$ cat src/rtl/shift_rotate_pkg.sv
// Shared types for the sequential shift/rotate unit.
package shift_rotate_pkg;

  // Step operation; encoding matches the MODE input.
  typedef enum logic [1:0] {
    ROT = 2'b00,
    LSH = 2'b01,
    ASH = 2'b10,
    RCC = 2'b11
  } mode_t;

  // Controller states.
  typedef enum logic [1:0] {
    IDLE  = 2'b00,
    SHIFT = 2'b01,
    DONE  = 2'b10
  } state_t;

  // Direction encoding of DIR.
  localparam logic DirLeft  = 1'b0;
  localparam logic DirRight = 1'b1;

endpackage

$ cat src/rtl/shift_step.sv
// One-step shift/rotate unit: computes the next working value and carry
// for a single left or right step in any of the four modes.
module shift_step
  import shift_rotate_pkg::*;
#(
  parameter int unsigned N = 8
) (
  input  logic [N-1:0] i_y,
  input  logic         i_c,
  input  logic         i_dir,
  input  logic [1:0]   i_mode,
  output logic [N-1:0] o_y,
  output logic         o_c
);

  logic w_fill;

  // Select the bit shifted in, then assemble the stepped word and carry-out.
  always_comb begin
    w_fill = 1'b0;
    o_y    = i_y;
    o_c    = i_c;
    if (i_dir == DirRight) begin
      unique case (mode_t'(i_mode))
        ROT:     w_fill = i_y[0];
        LSH:     w_fill = 1'b0;
        ASH:     w_fill = i_y[N-1];
        RCC:     w_fill = i_c;
        default: w_fill = 1'b0;
      endcase
      o_y = {w_fill, i_y[N-1:1]};
      o_c = i_y[0];
    end else begin
      unique case (mode_t'(i_mode))
        ROT:     w_fill = i_y[N-1];
        LSH:     w_fill = 1'b0;
        ASH:     w_fill = 1'b0;  // arithmetic left is the same as logical left
        RCC:     w_fill = i_c;
        default: w_fill = 1'b0;
      endcase
      o_y = {i_y[N-2:0], w_fill};
      o_c = i_y[N-1];
    end
  end

endmodule

$ cat src/rtl/shift_rotate_seq.sv
// Sequential shift/rotate unit: loads an N-bit operand and applies up to N
// single-bit steps, one per clock, framed by a START/BUSY/DONE handshake.
module shift_rotate_seq
  import shift_rotate_pkg::*;
#(
  parameter int unsigned N = 8,
  localparam int unsigned AW = $clog2(N) + 1
) (
  input  logic          i_clk,
  input  logic          i_reset,
  input  logic          i_start,
  input  logic [N-1:0]  i_x,
  input  logic          i_dir,
  input  logic [1:0]    i_mode,
  input  logic [AW-1:0] i_amt,
  input  logic          i_cin,
  output logic [N-1:0]  o_y,
  output logic          o_c,
  output logic          o_busy,
  output logic          o_done
);

  state_t        r_state;
  logic [N-1:0]  r_y;
  logic          r_c;
  logic          r_dir;
  mode_t         r_mode;
  logic [AW-1:0] r_cnt;

  logic [AW-1:0] w_amt_sat;
  logic [N-1:0]  w_step_y;
  logic          w_step_c;
  logic          w_accept;

  // Amounts beyond N are clamped so RCC can never wrap the N+1 bit ring.
  assign w_amt_sat = (i_amt > AW'(N)) ? AW'(N) : i_amt;
  assign w_accept  = i_start && (r_state != SHIFT);

  shift_step #(
    .N (N)
  ) u_step (
    .i_y    (r_y),
    .i_c    (r_c),
    .i_dir  (r_dir),
    .i_mode (r_mode),
    .o_y    (w_step_y),
    .o_c    (w_step_c)
  );

  // Controller, step counter and working registers.
  always_ff @(posedge i_clk) begin
    if (i_reset) begin
      r_state <= IDLE;
      r_y     <= '0;
      r_c     <= 1'b0;
      r_dir   <= 1'b0;
      r_mode  <= ROT;
      r_cnt   <= '0;
    end else begin
      unique case (r_state)
        IDLE, DONE: begin
          if (w_accept) begin
            r_y     <= i_x;
            r_c     <= (mode_t'(i_mode) == RCC) ? i_cin : 1'b0;
            r_dir   <= i_dir;
            r_mode  <= mode_t'(i_mode);
            r_cnt   <= w_amt_sat;
            r_state <= (w_amt_sat != '0) ? SHIFT : DONE;
          end else begin
            r_state <= IDLE;
          end
        end
        SHIFT: begin
          r_y   <= w_step_y;
          r_c   <= w_step_c;
          r_cnt <= r_cnt - 1'b1;
          if (r_cnt == AW'(1)) begin
            r_state <= DONE;
          end
        end
        default: r_state <= IDLE;
      endcase
    end
  end

  assign o_y    = r_y;
  assign o_c    = r_c;
  assign o_busy = (r_state == SHIFT);
  assign o_done = (r_state == DONE);

endmodule

$ cat config.mk
export PLATFORM = sky130hd
export DESIGN_NAME = shift_rotate_seq
export DESIGN_NICKNAME = d
export VERILOG_FILES = /design/src/rtl/shift_rotate_pkg.sv /design/src/rtl/shift_step.sv /design/src/rtl/shift_rotate_seq.sv
export SDC_FILE = /design/constraint.sdc
export NUM_CORES = 1
export LEC_CHECK = 0
export BUFFER_PORTS_ARGS = -buffer_cell sky130_fd_sc_hd__buf_2
export CAP_MARGIN = 5
export CORE_UTILIZATION = 45
export DETAILED_ROUTE_END_ITERATION = 12
export GPL_TIMING_DRIVEN = 0
export PLACE_DENSITY = 0.73
export SLEW_MARGIN = 30
export SYNTH_ARGS = -nofsm -noshare
export SYNTH_HDL_FRONTEND = slang
export SYNTH_SLANG_ARGS = --single-unit
$ cat constraint.sdc
create_clock -name i_clk -period 1.1 [get_ports i_clk]
set_input_delay 0.275 -clock i_clk [delete_from_list [all_inputs] [get_ports i_clk]]
set_output_delay 0.275 -clock i_clk [all_outputs]
set_load 0.005 [all_outputs]
==> results by group, run 1 <==
Final layout
  – Core Util, Final: between 70 and 80%
  – Layout cells sized above 1: 68.6%
  – Synth-to-Final Area Change: 64.9%
  – Most frequent cells in the layout: 28 x buf_2, 21 x buf_4, 12 x a211oi_2
  – Antenna cells: 0
  – Filler cells: 145
  – Commonest non-fill, non-tap cell in the layout: buf_2
  – Post-layout nets: 195

Floorplanning
  – Core area: 0.00221 mm²
  – I/O pin cnt: 30
  – Die Ht: a little over 50 µm
  – Initial Util: roughly 48%
  – Die W: approximately 50 µm
  – Die Area: 0.00253 mm²
  – Row count: 17

Worst setup path
  – CP Cell Sequence: nand2b_4 > inv_6 > buf_6
  – Startpoint types: flip-flop
  – Delay-heaviest family, CP: flip-flops
  – Worst EP arrival: 0.98 ns
  – Worst-path fanout max: 3
  – Slowest cell on the critical path: dfxtp_4
  – Critical path class: reg -> out
  – WP data required: between 0.8 and 0.9 ns
  – CP Buf/Inv Count: 2
  – Reg2reg path depth: 6
  – Critical Path Max Stage Delay: 0.36 ns
  – CP endpoint kind: output port
  – Crit. path cell count: 3
  – R2r setup slk: -0.15 ns

Clocking
  – Clk_lat worst skew: 0.31 ns
  – Clock transition at path regs: about 0.11 ns
  – Clock Sinks: 18
  – Clk buf depth: 2
  – Root buf cell: clkbuf_4
  – Number of buffers created by CTS: 3
  – Total number of H-tree levels: 1
  – TritonCTS clock tree: built

Placement
  – Detailed Place HPWL: about 1.7 mm
  – Dpl ws: -0.232 ns
  – Placer Congestion: ~0.81
  – IO Port Bufs: 28

STA
  – Clk_skew: slightly above 0.004 ns
  – Setup violations, final: 20
  – Fin crit share: 114%
  – FMAX: 0.796 GHz
  – Relative slew slack: around 77%
  – Final hold violations: 0
  – Final worst slack: -0.156 ns
  – Fin crit period: 1.26 ns
  – Worst Max-Slew Pin Slew: 0.338 ns
  – Final Slew Violations: 0
  – RSZ-0062 raised after global routing: yes

Power and ir drop
  – Share of power burned in registers: about 39%
  – Clock network fraction of design power: between 10% and 20%
  – Leak: 0.000730 µW
  – PwrDens: 1190 mW/mm²
  – Combinational Power Share: between 40 and 50%
  – Worst IR Drop VDD: 0.963 mV
  – Switching Share: 35.0%
  – NetSw: 723 µW
  – Cell-internal power: 1350 µW

Synth
  – Mapped Avg Cell Area: 8.83 µm²
  – Post-synth cell types: 33
  – Ys async rst share: 0%
  – Post-synth EDFFs: 0
  – Mapped Area: 0.00105 mm²
  – Syn nets: 140
  – Syn Inst Count: ~120
  – Flops & latches, synth: 18
  – Seq/Total Area, Yosys: 34.3%
  – Yosys warns: 0
  – Ys flop type: dfxtp_1

Drt
  – Initial DRC Count: 37
  – DR vias: 1136
  – Drt pass-1 iters: 4
  – Routed WL: 3.51 mm
  – Routed len/inst: 17.5 µm
  – Vias per cell: ~5.7
  – DR DRC count: 0
  – ANT nets after route: 0

Global route
  – Initial antenna violation count: 0
  – First-pass GRT wire length: 4.39 mm
  – Maximum number of pins on one net before global-route repair: 11
  – All-layer global routing usage: 23.4%
  – Vias in the first global route: ~910
  – GRT overflow: 0

Hold path
  – Hold Crit Class: in -> reg
  – Hold Path Depth: 3

Run status
  – Status: finished with violations
  – Failing checks: setup timing

Job
  – Max cap viols: 0
==> through the flow <==
step                      hold slack [ns]  instances  total power [µW]  instance area, µm²  setup TNS (ns)
after global routing                0.211        200              2170                1730           -2.44
final                               0.195        200              2070                1730           -1.57
after detailed placement            0.518        175              1280                1230           -1.96
after CTS                           0.200        189              1780                1470           -1.41
after global placement              0.491        175              1260                1230           -1.63
after floorplan                     0.422        119              1130                1050          -0.164
==> worst register-to-register path, delay by kind of cell, from the launching register on <==
family	cells	cell delay (ns)
buffers and inverters	2	0.20
DFF	1	0.37
and+or+nand+nor	2	0.22
AOI/OAI and AO/OA	2	0.36
==> worst paths after layout <==
path,start,endpoint
min,i_dir,r_dir$_SDFFE_PP0P_
max,r_state[1]$_SDFFE_PP0P_,o_busy
min reg2reg,r_cnt[3]$_SDFFE_PP0P_,r_cnt[3]$_SDFFE_PP0P_
max reg2reg,r_state[1]$_SDFFE_PP0P_,o_y[7]$_SDFFE_PP0P_
==> power groups by stage <==
| stage | sequential, µW | combinational [µW] | clock (µW) |
|---|---|---|---|
| after global placement | 796 | 469 | 0 |
| after global routing | 820 | 958 | 391 |
| after CTS | 793 | 644 | 343 |
| final | 810 | 906 | 352 |
| after detailed placement | 798 | 477 | 0 |
| after floorplan | 788 | 339 | 0 |
==> per-layer routing <==
layer / global-route usage [%] / share of wire [%]
met1: 30.6 / 46
met2: 38.0 / 48
met3: 3.64 / 3.5
met4: 9.72 / 2.4
met5: 0 / 0
==> timing repair <==
item,CTS,global route
hold buffers,0,0
pin swaps,11,13
setup endpoints to repair,23,26
cloned,1,0
setup buffers,10,12
gates resized for setup,34,51
==> area by class of cell <==
class / instances / area [µm²] / share of cell area (%)
clock buffers: 3 / 22.5 / 1.30
well taps: 28 / 35.0 / 2.02
plain buffers: 7 / 81.3 / 4.69
inverters: 6 / 32.5 / 1.88
flip-flops and latches: 18 / 393 / 22.7
multi-input cells: 87 / 810 / 46.7
repair buffers: 51 / 359 / 20.7
==> cell usage after synthesis, types with 3 or more instances <==
library cell	count	area, µm²
o21ai_0	4	20.0
buf_4	3	22.5
inv_1	5	18.8
nor2_1	12	45.0
nand2_1	3	11.3
a211oi_1	12	90.1
dfxtp_1	18	360
nor2b_1	6	37.5
nand4_1	3	18.8
a21oi_1	12	60.1
mux2i_1	12	120
==> sequential cells by signal (all words and copies together), names as in the netlist <==
name and flops:
r_cnt 4, o_c 1, r_dir 1, r_state 2, r_mode 2, o_y 8
==> cells by family after synthesis <==
logic type,after synthesis,synth area share [%]
AND/OR/NAND/NOR,38,20.2
AO/OA/AOI/OAI,34,21.5
flip-flops,18,34.3
buffers and inverters,14,9.29
multiplexers,12,11.4
adder cells (fa/ha/maj),2,2.38
XOR/XNOR,1,0.833
No activity file was read; power rests on OpenSTA's default activity.
==> run 2, diff against run 1 <==
PLACE_DENSITY = 0.76   (was 0.73)
SLEW_MARGIN = 10   (was 30)
==> run 2 against run 1 <==
Compared with the run above: the flow still finishes with violations (setup timing); largest power group unchanged; power grew 5.2%; sequential power hardly changed; clock-buffer cell count up 1; core utilization is 0.23 points higher; fmax shrank 4.3%; non-clock buffer count grew 2; worst setup slack worse by 0.057 ns; routed wire length grew 13%; combinational power rose by 1%; register-to-register slack got worse by 0.03 ns; critical endpoint unchanged; hold slack worse by 0.0080 ns.
==> results by group, run 2 (same netlist as run 1, synthesis figures left out) <==
Power and ir drop
  – Clock network fraction of design power: 20.6% (+3.6 points)
  – PwrDens: 1250 mW/mm² (+4.9%)
  – Leak: 0.000741 µW (+1.5%)
  – Worst IR Drop VDD: 0.715 mV (-26%)
  – Cell-internal power: 1420 µW (+5.3%)
  – Combinational Power Share: 42.1% (-1.7 points)
  – NetSw: 759 µW (+4.9%)
  – Switching Share: 34.9% (-0.085 points)
  – Share of power burned in registers: 37.3% (-1.9 points)

Global route
  – First-pass GRT wire length: 4.85 mm (+11%)
  – Initial antenna violation count: 0 (unchanged)
  – GRT overflow: 0 (unchanged)
  – Vias in the first global route: 1020 (+12%)
  – Grt peak-use layer: met2
  – Grt met3 use: 4.24% (+0.61 points)
  – All-layer global routing usage: 26.4% (+3.0 points)
  – Maximum number of pins on one net before global-route repair: 11 (unchanged)
  – Met1 usage: 33.2% (+2.6 points)
  – GR Util met2: 42.4% (+4.4 points)

STA
  – Fin crit share: 119% (+5.2 points)
  – Final hold violations: 0 (unchanged)
  – Setup TNS: -1.43 ns (+0.139 ns)
  – Setup violations, final: 21 (+5.0%)
  – Clk_skew: 0.0101 ns (+0.00602 ns)
  – FMAX: 0.761 GHz (-4.3%)
  – Hold_ws: 0.187 ns (-0.00801 ns)
  – Relative slew slack: 75.7% (-1.6 points)
  – Worst Max-Slew Pin Slew: 0.362 ns (+0.0238 ns)
  – Final worst slack: -0.213 ns (-0.0570 ns)
  – Fin crit period: 1.31 ns (+0.0570 ns)
  – Final Slew Violations: 0 (unchanged)
  – RSZ-0062 raised after global routing: yes

Final layout
  – Largest register FFs: 8 (unchanged)
  – Most frequent cells in the layout: 27 x buf_2, 18 x buf_4, 11 x buf_6, 11 x mux2i_1, 9 x nor2_1
  – Antenna cells: 0 (unchanged)
  – Synth-to-Final Area Change: 65.4%
  – Commonest non-fill, non-tap cell in the layout: buf_2
  – Cell area after layout: 0.00174 mm² (+0.29%)
  – Layout cells sized above 1: 64.6% (-4.0 points)
  – Post-layout nets: 197 (+1.0%)
  – Filler cells: 131 (-9.7%)
  – Core Util, Final: 78.6% (+0.23 points)

Run status
  – Failing checks: setup timing
  – Status: finished with violations

Worst setup path
  – Reg2reg path depth: 6 (unchanged)
  – CP Cell Sequence: nand2b_4 > inv_6 > buf_6
  – WP data required: 0.82 ns (about the same)
  – Startpoint types: flip-flop
  – Worst-path fanout max: 4 (+1)
  – R2r setup slk: -0.18 ns (-0.03 ns)
  – Critical path class: reg -> out
  – Critical Path Max Stage Delay: 0.38 ns (+0.02 ns)
  – RR Startpoint: r_state[1]$_SDFFE_PP0P_
  – CP endpoint kind: output port
  – R2r endpoint: r_cnt[3]$_SDFFE_PP0P_
  – Worst EP arrival: 1.04 ns (+0.06 ns)
  – Slowest cell on the critical path: dfxtp_4

Drt
  – Initial DRC Count: 42 (+14%)
  – Routed len/inst: 19.5 µm (+11%)
  – ANT nets after route: 0 (unchanged)
  – DR vias: 1205 (+6.1%)
  – Vias per cell: 5.94 (+4.5%)
  – Routed WL: 3.96 mm (+13%)
  – Drt pass-1 iters: 4 (unchanged)
  – DR DRC count: 0 (unchanged)

Clocking
  – Clock Sinks: 18 (unchanged)
  – Number of buffers created by CTS: 3 (unchanged)
  – Clock transition at path regs: 0.12 ns (about the same)
  – Clk_lat worst skew: 0.32 ns (about the same)
  – TritonCTS clock tree: built
  – Root buf cell: clkbuf_4
  – Total number of H-tree levels: 1 (unchanged)
  – Number of hold buffers added after CTS: 0 (unchanged)
  – Clk buf depth: 2 (unchanged)

Placement
  – Placer Congestion: 0.803 (-1.3%)
  – IO Port Bufs: 28 (unchanged)
  – Detailed Place HPWL: 1.78 mm (+4.3%)
  – Area post-placement: 0.00123 mm² (unchanged)

Job
  – Max cap viols: 0 (unchanged)

Floorplanning
  – Row count: 17 (unchanged)
  – Initial Util: 47.5% (unchanged)
  – Core area: 0.00221 mm² (unchanged)
  – Die Area: 0.00253 mm² (unchanged)
  – I/O pin cnt: 30 (unchanged)
  – Die W: 50.3 µm (unchanged)
  – Die Ht: 50.3 µm (unchanged)

Hold path
  – Hold Path Depth: 3 (unchanged)
  – Hold endpoint: r_dir$_SDFFE_PP0P_
  – Worst Min Path Start: i_dir
  – Hold Crit Class: in -> reg
## run 2: cell count changes in the layout (fill, tap and decap cells not counted), moves of 2 or more
cell	before	now
buf_4	21	18
inv_2	0	2
mux2i_1	8	11
buf_6	4	11
a211oi_2	12	7
inv_4	2	0
buf_12	1	3
mux2i_2	3	1
buf_8	3	1
a211oi_1	1	5
## run 2: cell type report
| type | instances | area [µm²] | area share (%) |
|---|---|---|---|
| sequential | 18 | 390 | 22.5 |
| clock buffer | 4 | 36.3 | 2.09 |
| buffer | 7 | 81.3 | 4.68 |
| timing repair buffer | 53 | 388 | 22.3 |
| multi-input combinational | 87 | 779 | 44.9 |
| inverter | 6 | 27.5 | 1.58 |
| tap | 28 | 35.0 | 2.02 |
## run 2: through the flow
stage               setup slack (ns)  total power (µW)  instances
global placement              -0.187              1260        175
finish                        -0.213              2180        203
floorplan                    -0.0677              1130        119
global route                  -0.226              2240        203
detailed placement            -0.225              1280        175
CTS                           -0.179              1890        196
## run 2: power by group through the flow
stage	Combinational [µW]	Clock, µW	Sequential (µW)
after CTS	664	430	794
after floorplan	339	0	788
after global routing	961	465	818
after global placement	467	0	796
final	915	448	812
after detailed placement	481	0	799
## run 2: timing repair
action | 4_1_cts | 5_1_grt
gates cloned | 1 | 0
gates resized for setup | 37 | 41
buffers inserted | 16 | 9
pin swaps | 16 | 16
setup endpoints to repair | 27 | 25
## run 2: worst max-delay path: cells and delay by family (launching register included)
family / cells / cell delay [ns]
buffers and inverters: 2 / 0.16
flip-flops: 1 / 0.38
AND/OR/NAND/NOR: 1 / 0.18
## run 2: worst max-delay path by stage
stage / to / from / slack (ns) / cells after the start
finish: o_busy / r_state[1]$_SDFFE_PP0P_ / -0.21 / 3
global route: o_busy / r_state[1]$_SDFFE_PP0P_ / -0.23 / 3
CTS: o_busy / r_state[0]$_SDFFE_PP0P_ / -0.18 / 4
detailed placement: o_y[7]$_SDFFE_PP0P_ / r_state[1]$_SDFFE_PP0P_ / -0.23 / 5
global placement: o_y[7]$_SDFFE_PP0P_ / r_state[1]$_SDFFE_PP0P_ / -0.19 / 5
floorplan: o_y[7]$_SDFFE_PP0P_ / r_state[1]$_SDFFE_PP0P_ / -0.07 / 5
## run 2: metal layers
| metal | vias up | routed length [µm] |
|---|---|---|
| met5 | - | 0 |
| met4 | 0 | 91 |
| met3 | 9 | 268 |
| met2 | 68 | 2020 |
| met1 | 580 | 1580 |
| li1 | 548 | - |
==> run 3, diff against run 2 <==
--- a/config.mk
+++ b/config.mk
@@ -8,5 +8,7 @@
 export BUFFER_PORTS_ARGS = -buffer_cell sky130_fd_sc_hd__buf_2
 export CAP_MARGIN = 5
+export CORE_MARGIN = 5
 export CORE_UTILIZATION = 45
+export CTS_CLUSTER_DIAMETER = 150
 export DETAILED_ROUTE_END_ITERATION = 12
 export GPL_TIMING_DRIVEN = 0
==> constraint.sdc (replaced) <==
create_clock -name i_clk -period 1.1 [get_ports i_clk]
set_input_delay 0.275 -clock i_clk [delete_from_list [all_inputs] [get_ports i_clk]]
set_output_delay 0.275 -clock i_clk [all_outputs]
set_load 0.05 [all_outputs]
==> run 3 against run 2 <==
Compared with the run above: the flow still finishes with violations (setup timing); clock-buffer cell count unchanged; sequential share of layout area down 0.45 points; final area up 5.0%; worst setup slack worse by 0.0017 ns; clock skew down 0.0036 ns; via count down 4.1%; hold slack better by 0.022 ns; critical path type unchanged.
==> results by group, run 3 (same netlist as run 1, synthesis figures left out) <==
Run status
  – Status: finished with violations
  – Failing checks: setup timing

Drt
  – Routed WL: 3.81 mm (-3.6%)
  – Initial DRC Count: 22 (-48%)
  – Drt pass-1 iters: 4 (unchanged)
  – DR vias: 1156 (-4.1%)
  – DR DRC count: 0 (unchanged)
  – Routed len/inst: 19.2 µm (-1.7%)
  – ANT nets after route: 0 (unchanged)
  – Vias per cell: 5.81 (-2.1%)

Hold path
  – Hold Path Depth: 3 (unchanged)
  – Hold Crit Class: in -> reg
  – Worst Min Path Start: i_dir
  – Hold endpoint: r_dir$_SDFFE_PP0P_

Floorplanning
  – Core area: 0.00221 mm² (unchanged)
  – I/O pin cnt: 30 (unchanged)
  – Initial Util: 47.5% (unchanged)
  – Die Ht: 58.3 µm (+16%)
  – Die Area: 0.00340 mm² (+34%)
  – Row count: 17 (unchanged)
  – Die W: 58.3 µm (+16%)

STA
  – Clk_skew: 0.00651 ns (-0.00357 ns)
  – Relative slew slack: 74.8% (-0.91 points)
  – Fin crit period: 1.32 ns (+0.00174 ns)
  – Final worst slack: -0.215 ns (-0.00174 ns)
  – Final hold violations: 0 (unchanged)
  – FMAX: 0.760 GHz (-0.13%)
  – Fin crit share: 120% (+0.16 points)
  – RSZ-0062 raised after global routing: yes
  – Final Slew Violations: 0 (unchanged)
  – Setup violations, final: 20 (-4.8%)
  – Worst Max-Slew Pin Slew: 0.375 ns (+0.0136 ns)

Global route
  – All-layer global routing usage: 21.1% (-5.3 points)
  – Initial antenna violation count: 0 (unchanged)
  – GRT overflow: 0 (unchanged)
  – First-pass GRT wire length: 5.50 mm (+13%)
  – Vias in the first global route: 1109 (+8.7%)
  – Maximum number of pins on one net before global-route repair: 11 (unchanged)

Clocking
  – Clock transition at path regs: 0.11 ns (about the same)
  – Clk buf depth: 2 (unchanged)
  – Root buf cell: clkbuf_4
  – Clk_lat worst skew: 0.29 ns (-0.03 ns)
  – TritonCTS clock tree: built
  – Total number of H-tree levels: 1 (unchanged)
  – Clock Sinks: 18 (unchanged)
  – Number of hold buffers added after CTS: 0 (unchanged)
  – Number of buffers created by CTS: 3 (unchanged)

Worst setup path
  – Critical path class: reg -> out
  – RR Startpoint: r_cnt[1]$_SDFFE_PP0P_
  – Worst EP arrival: 1.04 ns (about the same)
  – CP endpoint kind: output port
  – Startpoint types: flip-flop
  – WP data required: 0.82 ns (about the same)
  – R2r endpoint: r_cnt[3]$_SDFFE_PP0P_
  – R2r setup slk: -0.13 ns (+0.05 ns)
  – Reg2reg path depth: 4 (-2)
  – Worst-path fanout max: 4 (unchanged)

Placement
  – Area post-placement: 0.00126 mm² (+2.3%)
  – Detailed Place HPWL: 1.91 mm (+7.2%)
  – Placer Congestion: 0.818 (+1.9%)
  – IO Port Bufs: 28 (unchanged)
  – Dpl ws: -0.222 ns (+0.00298 ns)

Final layout
  – Antenna cells: 0 (unchanged)
  – Most frequent cells in the layout: 18 x buf_2, 16 x buf_4, 11 x buf_8
  – Layout cells sized above 1: 65.5% (+0.93 points)
  – Synth-to-Final Area Change: 73.6%
  – Post-layout nets: 193 (-2.0%)
  – Largest register FFs: 8 (unchanged)
  – Cell area after layout: 0.00182 mm² (+5.0%)
  – Commonest non-fill, non-tap cell in the layout: buf_2

Power and ir drop
  – Leak: 0.000746 µW (+0.67%)
  – Worst IR Drop VDD: 1.04 mV (+46%)
  – PwrDens: 1280 mW/mm² (+2.3%)
  – Total Power: 2340 µW (+7.4%)

Job
  – Max cap viols: 0 (unchanged)
==> run 3: cell types whose count changed in the layout (fill, tap and decap cells not counted), moves of 3 or more <==
cell / before / now
buf_2: 27 / 18
buf_6: 11 / 7
buf_8: 1 / 11
dfxtp_2: 6 / 3
dfxtp_4: 6 / 10
mux2i_1: 11 / 8
mux2i_2: 1 / 4
==> run 3: cell type report <==
type                       count  area (µm²)
multi-input combinational     87         779
timing repair buffer          50         473
sequential                    18         402
fill                         124         388
buffer                         6        66.3
clock buffer                   4        36.3
tap                           28        35.0
inverter                       6        32.5
==> run 3: per-layer routing <==
layer,global-route usage [%],vias up,wire (µm)
met3,2.85,12,268
met1,26.6,557,1490
met2,36.4,48,1950
met4,7.62,0,101
met5,0,-,0
li1,-,539,-
==> run 3: power breakdown <==
part,internal [µW],switching [µW]
Combinational,542,576
Clock,202,210
Sequential,728,77.4
Total,1470,864
==> run 3: per-stage QoR <==
step	setup TNS [ns]	std cells	utilization, %	hold slack [ns]
6_report	-1.59	199	82.5	0.209
5_1_grt	-2.55	199	82.5	0.194
4_1_cts	-2.06	197	75.5	0.184
3_5_place_dp	-1.81	175	56.9	0.512
3_3_place_gp	-1.26	175	56.9	0.487
2_1_floorplan	-0.177	119	-	0.418
==> run 3: worst max-delay path by stage <==
stage | cells past startpoint | start | end
after floorplan | 6 | r_state[0]$_SDFFE_PP0P_ | o_y[6]$_SDFFE_PP0P_
after global placement | 6 | i_start | o_y[6]$_SDFFE_PP0P_
after detailed placement | 6 | i_start | o_y[1]$_SDFFE_PP0P_
after CTS | 3 | r_state[0]$_SDFFE_PP0P_ | o_done
after global routing | 3 | r_state[1]$_SDFFE_PP0P_ | o_busy
final | 3 | r_state[1]$_SDFFE_PP0P_ | o_busy
==> run 3: critical path: stages (launching register included) <==
cell      delay (ns)
dfxtp_4         0.37
nand2b_4        0.17
inv_8           0.07
buf_8           0.13
==> run 3: timing repair <==
item	CTS	global route
gates resized for setup	65	35
setup buffers	17	4
pin swaps	15	10
gates cloned	1	1
endpoints found under the setup margin	29	29
